==> config.mk <==
export PLATFORM = sky130hd
export DESIGN_NAME = uart_tx_arbiter
export DESIGN_NICKNAME = d
export VERILOG_FILES = /design/src/rtl/uart_tx_arbiter.sv
export SDC_FILE = /design/constraint.sdc
export NUM_CORES = 1
export LEC_CHECK = 0
export ABC_AREA = 1
export CAP_MARGIN = 20
export CORE_ASPECT_RATIO = 2
export CORE_MARGIN = 2
export CORE_UTILIZATION = 46
export DETAILED_ROUTE_END_ITERATION = 16
export PLACE_DENSITY = 0.81
export SYNTH_ARGS = -nofsm -noshare
export SYNTH_HDL_FRONTEND = slang
export SYNTH_SLANG_ARGS = --single-unit
==> constraint.sdc <==
create_clock -name clk -period 2.7 [get_ports clk]
set_clock_uncertainty 0.2 [all_clocks]
set_input_delay 0.405 -clock clk [delete_from_list [all_inputs] [get_ports clk]]
set_output_delay 0.405 -clock clk [all_outputs]
set_load 0.05 [all_outputs]
==> src/rtl/uart_tx_arbiter.sv <==
// Round-robin arbiter with packet lock that shares one uart_tx serializer
// between NUM_REQ valid/ready byte streams, with a tx_busy start-up watchdog.
module uart_tx_arbiter #(
    parameter int unsigned NUM_REQ      = 4,
    parameter int unsigned ID_W         = 2,
    parameter int unsigned BUSY_TIMEOUT = 8
) (
    input  logic                 clk,
    input  logic                 reset,
    input  logic [NUM_REQ-1:0]   req_valid,
    input  logic [NUM_REQ*8-1:0] req_data,
    input  logic [NUM_REQ-1:0]   req_last,
    output logic [NUM_REQ-1:0]   req_ready,
    output logic                 tx_start,
    output logic [7:0]           tx_data,
    input  logic                 tx_busy,
    output logic [ID_W-1:0]      grant_id,
    output logic                 active,
    output logic                 timeout_err
);

    localparam int unsigned CNT_W = $clog2(BUSY_TIMEOUT);
    // The counter starts the cycle after tx_start, so the watchdog trips
    // BUSY_TIMEOUT-2 so that timeout_err lands BUSY_TIMEOUT cycles after tx_start.
    localparam int unsigned TO_LAST = BUSY_TIMEOUT - 2;

    typedef enum logic [1:0] {
        IDLE      = 2'd0,
        LAUNCH    = 2'd1,
        WAIT_BUSY = 2'd2,
        WAIT_DONE = 2'd3
    } state_t;

    state_t             state, state_d;
    logic [CNT_W-1:0]   cnt, cnt_d;
    logic               lock, lock_d;
    logic [ID_W-1:0]    rr_ptr, rr_d;
    logic               tx_start_d;
    logic [7:0]         tx_data_d;
    logic [ID_W-1:0]    grant_d;
    logic               active_d;
    logic               timeout_d;

    logic [NUM_REQ-1:0] cand;
    logic               win_vld;
    logic [ID_W-1:0]    win;
    logic [7:0]         win_byte;

    // Round-robin search starting one past the last winner, restricted to the
    // locked lane while a packet is open.
    always_comb begin
        cand     = req_valid & (lock ? (NUM_REQ'(1) << grant_id) : '1);
        win_vld  = 1'b0;
        win      = '0;
        win_byte = '0;
        for (int unsigned k = 1; k <= NUM_REQ; k++) begin
            int unsigned idx;
            idx = (32'(rr_ptr) + k) % NUM_REQ;
            if (!win_vld && cand[ID_W'(idx)]) begin
                win_vld = 1'b1;
                win     = ID_W'(idx);
            end
        end
        for (int unsigned k = 0; k < NUM_REQ; k++) begin
            if (win == ID_W'(k)) begin
                win_byte = req_data[8*k +: 8];
            end
        end
    end

    always_comb begin
        state_d   = state;
        cnt_d     = cnt;
        lock_d    = lock;
        rr_d      = rr_ptr;
        tx_data_d = tx_data;
        grant_d   = grant_id;
        active_d  = active;
        timeout_d = 1'b0;
        req_ready = '0;

        case (state)
            IDLE: begin
                if (!tx_busy && win_vld) begin
                    req_ready = NUM_REQ'(1) << win;
                    tx_data_d = win_byte;
                    grant_d   = win;
                    rr_d      = win;
                    active_d  = 1'b1;
                    lock_d    = ~req_last[win];
                    state_d   = LAUNCH;
                end
            end
            LAUNCH: begin
                cnt_d   = '0;
                state_d = WAIT_BUSY;
            end
            WAIT_BUSY: begin
                if (tx_busy) begin
                    state_d = WAIT_DONE;
                end else if (cnt == CNT_W'(TO_LAST)) begin
                    timeout_d = 1'b1;
                    active_d  = 1'b0;
                    lock_d    = 1'b0;
                    state_d   = IDLE;
                end else begin
                    cnt_d = cnt + CNT_W'(1);
                end
            end
            WAIT_DONE: begin
                if (!tx_busy) begin
                    active_d = 1'b0;
                    state_d  = IDLE;
                end
            end
            default: state_d = IDLE;
        endcase

        tx_start_d = (state_d == LAUNCH);
    end

    always_ff @(posedge clk or posedge reset) begin
        if (reset) begin
            state       <= IDLE;
            cnt         <= '0;
            lock        <= 1'b0;
            rr_ptr      <= ID_W'(NUM_REQ - 1);
            tx_start    <= 1'b0;
            tx_data     <= '0;
            grant_id    <= '0;
            active      <= 1'b0;
            timeout_err <= 1'b0;
        end else begin
            state       <= state_d;
            cnt         <= cnt_d;
            lock        <= lock_d;
            rr_ptr      <= rr_d;
            tx_start    <= tx_start_d;
            tx_data     <= tx_data_d;
            grant_id    <= grant_d;
            active      <= active_d;
            timeout_err <= timeout_d;
        end
    end

endmodule

==> Yosys cells after proc, flatten, opt, wreduce, memory -nomap -nowiden <==
Index checks and enable logic that the tools add are counted.
W data, S select, Z words.
{ "word_totals": {"word_cells": 96, "regBits": 21} }
{ "op_classes": {"bitwise_logic": 2, "reduce_logical": 17, "n_shift": 2, "order_cmp": 5, "n_addsub": 5, "mux": 43, "n_eq_ne": 13} }
{ "op_table": {"columns": ["op", "count"], "rows": [
  ["$mux W8", 4],
  ["$mux W1", 17],
  ["$mux W2", 8],
  ["$lt A2 B3 Y1 const B", 5],
  ["$mux W4", 3],
  ["$bmux W1 S2", 5],
  ["$ne A2 B2 Y1 const B", 5],
  ["$eq A2 B2 Y1 const B", 4],
  ["$pmux W2 S4", 1],
  ["$shl A1 B2 Y4 const A", 2],
  ["$eq A2 B1 Y1 const B", 3],
  ["$mux W3", 2],
  ["$pmux W3 S2", 1],
  ["$reduce_and A5 Y1", 1],
  ["$add A2 B1 Y2 const B", 2],
  ["$add A2 B2 Y2 const B", 2],
  ["$and A4 B4 Y4", 1],
  ["$logic_and A1 B1 Y1", 4],
  ["$logic_not A1 Y1", 4],
  ["$logic_not A2 Y1", 2],
  ["$reduce_and A4 Y1", 1],
  ["$reduce_bool A2 Y1", 2],
  ["$add A3 B1 Y3 const B", 1],
  ["$eq A3 B3 Y1 const B", 1],
  ["6 further kinds", 6]
]} }

==> Longest topological paths before layout <==
{ "logic_depth": {"word_depth": 20, "ltp_mapped": 17} }

==> Worst setup path after synthesis <==
OpenSTA, ideal clock, no wires.
{ "synth_timing": {"path_kind": "register to output", "startpoint": "register grant_id[0]", "endpoint": "output port req_ready[0]", "path_buffers": 1, "required_time_ns": 2.095, "stages_incl_launch_ff": 14, "setup_slack_ns": -0.722, "t_arrival_ns": 2.817, "cell_sequence": "dfrtp_1 inv_1 nand2_1 nand2_1 nand3_1 nand2_1 nand2_1 nand2_4 nand3_1 nor2_1 nor2_1 nand2_2 buf_6 nor3_1"} }
{ "synth_between": {"elab_chain_len": 18, "word_cells_on_any_way": 29} }
{ "synth_lines": {"columns": ["item", "line", "rtl"], "rows": [
  ["start: declaration", "17", "output logic [ID_W-1:0] grant_id,"],
  ["start signal: assignment", "140", "grant_id <= grant_d;"],
  ["$shl A1 B2 Y4 (*)", "52", "cand = req_valid & (lock ? (NUM_REQ'(1) << grant_id) : '1);"],
  ["$mux W4 (*)", "52", null],
  ["$and A4 B4 Y4 (*)", "52", null],
  ["$bmux W1 S2", "59", "if (!win_vld && cand[ID_W'(idx)]) begin"],
  ["$mux W1 (not written as such)", "59", null],
  ["$mux W1", "59", null],
  ["$logic_not A1 Y1", "59", null],
  ["$logic_and A1 B1 Y1", "59", null],
  ["(+2 left out)", null, null],
  ["$logic_and A1 B1 Y1", "59", null],
  ["$mux W1", "59", null],
  ["$logic_not A1 Y1", "59", null],
  ["$logic_and A1 B1 Y1", "59", null],
  ["$mux W2 / $mux W1 (equally long branches)", "59", null],
  ["$shl A1 B2 Y4 / $logic_and A1 B1 Y1 (equally long branches)", "85, 84", null],
  ["$mux W4 (*)", "84", "if (!tx_busy && win_vld) begin"],
  ["$mux W4 (*)", "82", "case (state)"],
  ["end: declaration", "13", "output logic [NUM_REQ-1:0] req_ready,"]
]} }
Mark *: on every way between the ends. The rest lies on a longest branch, timed or not. The select of a mux whose other input is x is not followed.

==> Worst setup path in the final report <==
{ "layout_timing": {"startpoint": "register rr_ptr[0]", "endpoint": "output port req_ready[0]"} }
{ "layout_between": {"elab_chain_len": 16, "word_cells_on_any_way": 30} }
{ "layout_lines": {"columns": ["item", "line", "rtl"], "rows": [
  ["start: declaration", "37", "logic [ID_W-1:0] rr_ptr, rr_d;"],
  ["start signal: assignment", "127", "rr_ptr <= ID_W'(NUM_REQ - 1);"],
  ["start signal: assignment", "137", "rr_ptr <= rr_d;"],
  ["$add A2 B1 Y2", "58", "idx = (32'(rr_ptr) + k) % NUM_REQ;"],
  ["$bmux W1 S2", "59", null],
  ["$mux W1 (not written as such)", "59", null],
  ["$mux W1", "59", null],
  ["$logic_not A1 Y1", "59", null],
  ["$logic_and A1 B1 Y1", "59", null],
  ["$mux W1", "59", null],
  ["$logic_not A1 Y1", "59", null],
  ["$logic_and A1 B1 Y1", "59", null],
  ["$mux W1", "59", null],
  ["$logic_not A1 Y1", "59", null],
  ["$logic_and A1 B1 Y1", "59", null],
  ["$mux W2 / $mux W1 (equally long branches)", "59", null],
  ["$shl A1 B2 Y4 / $logic_and A1 B1 Y1 (equally long branches)", "85, 84", null],
  ["$mux W4 (*)", "84", null],
  ["$mux W4 (*)", "82", null]
]} }
Marks and branches as above.

==> summary.txt <==
Hold path
  – Hold Crit Class: in -> async

Synthesis
  – EDFF count, synth: 0
  – Post-synthesis register bit count: 21
  – Top_reg_cell synth: dfrtp_1
  – Warnings, synthesis: 0
  – Syn Nets: 302
  – Mapped Cells: 252
  – Syn Area/Cell: 7.05 um^2
  – Netlist cell types: 32
  – Sequential element share of the synthesized area: 29.7%
  – Post-synth ARST share: between 90% and 100%
  – Mapped cell area: approximately 1800 um^2

Worst setup path
  – CP cell instances: buf_6 > nand3_4 > nand2_2 > buf_4 > nand2_1 > a21oi_2 > nand2_1 > inv_2 > nand2_4 > nor3_4 > buf_12
  – Critical Path Fanout Max: 6
  – CP Data Arrival Time: 2250 ps
  – Crit end category: primary output
  – WP data required: 2100 ps
  – Most used cell, CP: nand2_1
  – CP max stage cell: dfstp_2
  – CP Launch Type: flop
  – WS Path Type: reg -> out
  – CP peak stage delay: roughly 640 ps

GRT
  – Vias in the first global route: 1,976
  – GRT Resource Usage Total: 25.3%
  – GR met2 Demand/Resource: between 40 and 50%
  – Grt peak-use layer: met2
  – Largest net degree at the start of global routing: 17
  – Met3 Usage GRT: 3.15%
  – Met1 usage: 30.8%
  – Global-route wire length before repair: 8430 um
  – Initial antenna violation count: 0
  – Gr ovfl total: 0

Layout
  – Final std cells w/o fill: 386
  – Nets: roughly 390
  – Commonest cells after routing, fill and taps aside: nand2_1 (69), clkdlybuf4s50_1 (55), inv_1 (26)
  – Share of cells above drive strength 1: between 20 and 30%
  – P&R area growth vs syn: 60.5%
  – Fillers: between 300 and 400
  – Most common cell after layout, fill and taps aside: nand2_1
  – Diode count: 0
  – Final cell utilization of the core: 75.8%

Placement
  – HPWL Detailed: 3820 um
  – Placed cells: between 300 and 400
  – IO buf count: 59
  – RD Place Congestion: around 0.8

Timing
  – Max Slew Vio Count: 0
  – Final worst slack: -153 ps
  – Final setup fails: 4
  – Setup TNS: -562 ps
  – Worst Max-Slew Pin Slew: 552 ps
  – RSZ-0062 raised after global routing: true
  – Final hold viol count: 0
  – Fin crit period: 2850 ps
  – Max-Slew Margin vs Limit: 63.2%
  – Tcrit/Tclk final: 106%
  – Fmax: between 300 and 400 MHz

Drt
  – Via Count: 2,027
  – Routed Antenna Nets: 0
  – DR iter-0 viols: between 60 and 70
  – Router iterations before antenna repair: 4
  – Final wirelength: roughly 5400 um
  – DRC: 0
  – DR WL/cell: 14.1 um
  – Number of vias per cell: 5.25

Clock tree
  – Cts bufs inserted: 3
  – Clk buf depth: 2
  – CTS tree: done
  – Clock latency on the worst-skew pair: between 200 and 300 ps
  – Clk root buf: clkbuf_8
  – Clock transition at the registers of the reported paths: around 70 ps
  – H-tree level count: 1
  – CTS sink cnt: 21

Floorplanning
  – Rows: 32
  – Core Area: between 3000 and 4000 um^2
  – Io pins: 60
  – DIE AREA: 4410 um^2
  – Die W: 47.9 um
  – Initial Utilization: roughly 47%
  – Height of the chip: 91.9 um

Outcome
  – Failing checks: negative setup slack
  – Outcome: complete, but fails checks

Job
  – MaxCap Viol Count: 0
[per-stage QoR]
step | worst slack (ps) | cell area (um^2) | hold WS (ps)
after global routing | -296 | 2850 | 327
after global placement | 18.2 | 2550 | 268
after floorplan | 11.1 | 1830 | 180
after CTS | -142 | 2770 | 289
final | -153 | 2850 | 281
after detailed placement | -25.5 | 2550 | 271
[Yosys cell counts, types with 4 or more instances]
| cell type | instances | area [um^2] |
|---|---|---|
| nor2_1 | 20 | 75.1 |
| nand2_4 | 5 | 56.3 |
| nand3_2 | 8 | 80.1 |
| o21a_1 | 7 | 52.6 |
| inv_1 | 27 | 101 |
| nand2_1 | 77 | 289 |
| o21ai_0 | 10 | 50.1 |
| ha_1 | 7 | 87.6 |
| dfrtp_1 | 19 | 475 |
| nand2_2 | 4 | 25.0 |
| o21ai_1 | 5 | 25.0 |
| a21oi_1 | 9 | 45.0 |
| nand3_1 | 25 | 125 |
[cell families (layout without fill, tap and decap cells)]
family          after synthesis  count (layout)  synth area share [%]
simple gates                149             149                  41.7
compound gates               37              37                  12.7
buf+inv                      36             119                  9.58
xor+xnor                      2               2                  1.41
fa+ha+maj                     7               7                  4.93
flops                        21              21                  29.7
[critical path: cells and delay by family (launching register included)]
kind                   cells  cell delay [ps]
buffers and inverters      4              490
AND/OR/NAND/NOR            6              660
flip-flops                 1              640
AO/OA/AOI/OAI              1              180
[sequential cells by signal, summed over array words and instances, names as in the netlist]
| name | flops |
|---|---|
| active | 1 |
| tx_start | 1 |
| state | 2 |
| rr_ptr | 2 |
| timeout_err | 1 |
| tx_data | 8 |
| grant_id | 2 |
| lock | 1 |
| cnt | 3 |
[timing repair]
item | in CTS | in global routing
hold buffers | 0 | 0
setup buffers | 13 | 3
setup endpoints to repair | 4 | 13
pin swaps | 14 | 8
resized for setup | 18 | 17
[cell type report]
cell class	instances	area (um^2)	area share [%]
inverter	31	129	4.52
multi-input combinational	195	1240	43.7
timing repair buffer	84	838	29.4
tap	51	63.8	2.24
clock buffer	4	45.0	1.58
sequential	21	531	18.6
[layer usage]
| layer | vias up | wire [um] |
|---|---|---|
| met4 | 0 | 125 |
| met3 | 13 | 310 |
| met2 | 77 | 2930 |
| met1 | 955 | 2070 |
| met5 | - | 0 |
| li1 | 982 | - |
[final timing paths]
kind | start | end | slack [ps] | cells past startpoint
worst min-delay path | reset | cnt[1] | 280 | 2
worst max-delay path | rr_ptr[0] | req_ready[0] | -150 | 11
min in group clk | tx_data[7] | tx_data[7] | 280 | 2
max in group asynchronous | reset | tx_data[6] | 1490 | 3
worst min register to register | tx_data[7] | tx_data[7] | 280 | 2
worst max register to register | rr_ptr[0] | tx_data[0] | 80 | 15
Power is not shown: default switching activity piles up to over one toggle a cycle in this logic, so the estimate is an artifact.
==> variant 1 (config.mk and constraints unchanged) <==
Make the reset (`reset`) synchronous in one clocked block.
--- a/src/rtl/uart_tx_arbiter.sv
+++ b/src/rtl/uart_tx_arbiter.sv
@@ -120,5 +120,5 @@
     end
 
-    always_ff @(posedge clk or posedge reset) begin
+    always_ff @(posedge clk) begin
         if (reset) begin
             state       <= IDLE;
Check against the original RTL: differs if reset is asserted again (counterexample within 4 cycles, from zero or initial values and one cycle with reset high); with reset held inactive, the same outputs for 4 cycles.
==> variant 1 against the original RTL <==
First-iteration DRC count decreased by 31%; worst setup slack improved by 0.16 ns; area after synthesis down 6.3%; design area decreased by 4.6%; sequential cell count stayed put; count of clock-buffer cells in the layout down 1; synthesized cell count rose by 0.40%; core utilization up 1.3 points; wire length rose by 0.42%; critical endpoint unchanged; largest cell class unchanged.
==> variant 1: results (changes against the original RTL) <==
Mapped Cells 253 (was 252); share of the yosys chip area belonging to registers 25.2% (was 29.7%); pin count of the biggest net entering global routing 22 (was 17); CP max-delay cell dfxtp_4 (was dfstp_2); run status complete, no violations (was complete, but fails checks); DRT met1 WL 2080 um (was 2070 um); xor and xnor area share after synthesis 0.977% (was 1.41%); Layout fillers 235 (was 303); Place WS 0.000365 ns (was -0.0255 ns); distinct cell type count after synthesis 28 (was 32); vias in the first global route 1792 (was 1976); top cells by area, synth dfxtp_1 (25%), nand2_1 (15%), nand3_1 (13%), inv_1 (5.6%), ha_1 (5.3%) (was dfrtp_1 (27%), nand2_1 (16%), nand3_1 (7.0%), inv_1 (5.7%), ha_1 (4.9%)); Worst Hold Class register to register (was input pin to async pin); Top FF cell, synth dfxtp_1 (was dfrtp_1); layout cell share with drive strength beyond 1 27.1% (was 26.9%); HPWL after detailed placement 3640 um (was 3820 um); Post-Place Cells 364 (was 368); Tot GR Track Use 24.5% (was 25.3%); RD Place Congestion 0.934 (was 0.824); Synth Area in Compound Gates 15.7% (was 12.7%); Antenna diodes 0 (unchanged); DR WL met2 2860 um (was 2930 um); Synth async-reset ratio 0% (was 100%); Placement Cell Area 2410 um^2 (was 2550 um^2); routed vias/inst 5.42 (was 5.25); Post-synth top cells nand2_1 (67), nand3_1 (42), inv_1 (25) (was nand2_1 (77), inv_1 (27), nand3_1 (25)); first-pass GRT wire length 7580 um (was 8430 um); relative slew slack 64.0% (was 63.2%); Post-Layout Cell Count 378 (was 386); synth-to-layout area growth 63.3% (was 60.5%); Post-Route WL 5460 um (was 5430 um); Largest regs tx_data (8), cnt (3) (unchanged); Arr. time, crit path 2.09 ns (was 2.25 ns); WL met3 345 um (was 310 um); CP max stage delay 0.40 ns (was 0.64 ns)
## variant 1: power groups by stage
| stage | Sequential, mW | Combinational, mW | Clock, mW |
|---|---|---|---|
| after CTS | 0.523 | 3.00 | 0.214 |
| after detailed placement | 0.509 | 2.89 | 0 |
| final | 0.549 | 3.52 | 0.212 |
| after global routing | 0.561 | 3.78 | 0.232 |
| after global placement | 0.506 | 2.85 | 0 |
| after floorplan | 0.697 | 1.98 | 0 |
## variant 1: repair_timing
action	4_1_cts	5_1_grt
resized for setup	19	26
pin swaps	6	11
gates cloned	0	1
endpoints found under the setup margin	4	4
setup buffers	3	6
## variant 1: worst paths after layout
| path | start | end | slack (ns) | cells past startpoint |
|---|---|---|---|---|
| min reg2reg | tx_data[2] | tx_data[2] | 0.28 | 2 |
| min | tx_data[2] | tx_data[2] | 0.28 | 2 |
| max reg2reg | grant_id[1] | tx_data[7] | 0.22 | 17 |
| max | grant_id[1] | req_ready[0] | 0.005 | 13 |
## variant 1: area by class of cell
| type | count | area (um^2) | share of cell area (%) |
|---|---|---|---|
| inverter | 29 | 114 | 4.19 |
| multi-input combinational | 194 | 1220 | 45.0 |
| sequential | 21 | 437 | 16.1 |
| clock buffer | 3 | 41.3 | 1.52 |
| clock inverter | 1 | 5.00 | 0.184 |
| timing repair buffer | 81 | 837 | 30.8 |
| tap | 49 | 61.3 | 2.25 |
## variant 1: metal layers
metal  vias to the layer above  GRT usage, %
li1                        993             -
met1                       929          26.6
met2                       101          43.8
met3                        24          5.05
met4                         0          9.61
met5                         -             0
## variant 1: kinds of logic after synthesis
kind of cell,after synthesis
AO/OA/AOI/OAI,43
XOR/XNOR,1
adder cells (fa/ha/maj),7
buffers and inverters,38
flip-flops,21
AND/OR/NAND/NOR,143
==> variant 2 (config.mk and constraints unchanged) <==
Made on the original files. `ID_W`: 2 -> 3.
--- a/src/rtl/uart_tx_arbiter.sv
+++ b/src/rtl/uart_tx_arbiter.sv
@@ -3,5 +3,5 @@
 module uart_tx_arbiter #(
     parameter int unsigned NUM_REQ      = 4,
-    parameter int unsigned ID_W         = 2,
+    parameter int unsigned ID_W         = 3,
     parameter int unsigned BUSY_TIMEOUT = 8
 ) (
Ports: changed (resized grant_id); port bits go from 60 to 61. No check against the original RTL was run, so the function may have changed too.
==> variant 2 against the original RTL <==
The run still ends with setup timing left; hold slack better by 0.0042 ns; design area down 5.8%; wire length down 3.6%; sequential cell count unchanged; area after synthesis down 4.2%; worst setup slack better by 0.0085 ns.
==> variant 2: results (changes against the original RTL) <==
run status complete, but fails checks (unchanged); violated checks setup timing (unchanged); first-pass GRT wire length 8580 um (was 8430 um); vias in the first global route 1971 (was 1976); Layout fillers 276 (was 303); RD Place Congestion 0.822 (was 0.824); nets 379 (was 386); top cells by area, synth dfrtp_1 (28%), nand2_1 (17%), nand3_1 (9.7%), nand2_4 (5.3%), ha_1 (5.1%) (was dfrtp_1 (27%), nand2_1 (16%), nand3_1 (7.0%), inv_1 (5.7%), ha_1 (4.9%)); Setup WS post-layout -0.144 ns (was -0.153 ns); layout cell share with drive strength beyond 1 22.9% (was 26.9%); CTS buffer count 3 (unchanged); distinct cell type count after synthesis 30 (was 32); Tot GR Track Use 26.8% (was 25.3%); Worst Setup EP req_ready[3] (was req_ready[0]); share of the yosys chip area belonging to registers 31.0% (was 29.7%); Final Setup Violations 4 (unchanged); Worst Hold Class register to register (was input pin to async pin); Detailed Route Iter0 Violations 63 (was 68); HPWL after detailed placement 3880 um (was 3820 um); RR Endpoint lock (was tx_data[0]); Post-synth top cells nand2_1 (79), nand3_1 (33), inv_1 (22) (was nand2_1 (77), inv_1 (27), nand3_1 (25)); total number of vias 1933 (was 2027); Mapped Nets 298 (was 302); routed length per instance 13.9 um (was 14.1 um); Worst R2R Path Depth 14 (was 15)
==> variant 2: cell count changes in the layout (fill, tap and decap cells not counted), sizes merged, moves of 3 or more <==
cell	unedited run	this run
o21ai	15	18
o21a	7	0
nor2	22	25
inv	31	26
==> variant 2: worst min path at each step <==
stage                             to  startpoint
after CTS                 tx_data[0]  tx_data[0]
after global routing      tx_data[0]  tx_data[0]
after floorplan               active       reset
after global placement    tx_data[0]  tx_data[0]
after detailed placement  tx_data[0]  tx_data[0]
final                     tx_data[0]  tx_data[0]
==> variant 2: layout make-up <==
class                      count  area [um^2]  area share (%)
clock buffer                   4         45.0            1.68
tap                           49         61.3            2.28
inverter                      26          103            3.82
timing repair buffer          82          816            30.4
sequential                    21          531            19.7
multi-input combinational    195         1130            42.1
==> variant 2: cells by family (layout without fill, tap and decap cells) <==
group | Yosys count | after routing | share of synthesized area, %
adders and majority gates | 7 | 7 | 5.15
other | 1 | 1 | 0.220
xor gates and xnor gates | 2 | 2 | 1.47
DFF | 21 | 21 | 31.0
AOI/OAI and AO/OA | 30 | 30 | 9.71
and+or+nand+nor | 155 | 155 | 43.4
buffers and inverters | 32 | 112 | 9.04
==> variant 2: what timing repair did <==
item | in CTS | in global routing
setup endpoints to repair | 4 | 11
gates resized for setup | 16 | 4
cloned | 0 | 0
buffers inserted | 9 | 2
pin swaps | 8 | 10
==> variant 2: worst max-delay path, cell delays in order (launching register included) <==
cell and delay [ns]:
dfstp_2 0.58, buf_12 0.12, xor2_4 0.19, inv_2 0.10, buf_4 0.16, a21oi_2 0.11, a21oi_1 0.06, nand2_1 0.10
inv_2 0.05, nand2_4 0.14, nand2_4 0.08, nor2_4 0.15, buf_12 0.15
==> variant 2: layer usage <==
metal	wire length (um)	track usage, %
met5	0	0
met2	2980	48.4
met4	164	8.80
met3	242	3.41
met1	1850	29.6
==> variant 2: stage by stage <==
stage / hold WS (ns) / setup TNS [ns] / cells / worst slack, ns / instance area (um^2)
floorplan: 0.180 / 0 / 248 / 0.0282 / 1740
global placement: 0.265 / -0.0281 / 362 / -0.0174 / 2460
detailed placement: 0.270 / -0.270 / 362 / -0.0777 / 2460
CTS: 0.289 / -0.319 / 375 / -0.108 / 2660
global route: 0.309 / -1.03 / 377 / -0.265 / 2690
finish: 0.285 / -0.547 / 377 / -0.144 / 2690
==> variant 2: power by group <==
group	leakage [nW]	internal [mW]	switching (mW)	total (mW)
clock	0.0228	0.105	0.0957	0.200
sequential	0.261	0.464	0.106	0.570
combinational	1.00	1.28	2.06	3.33
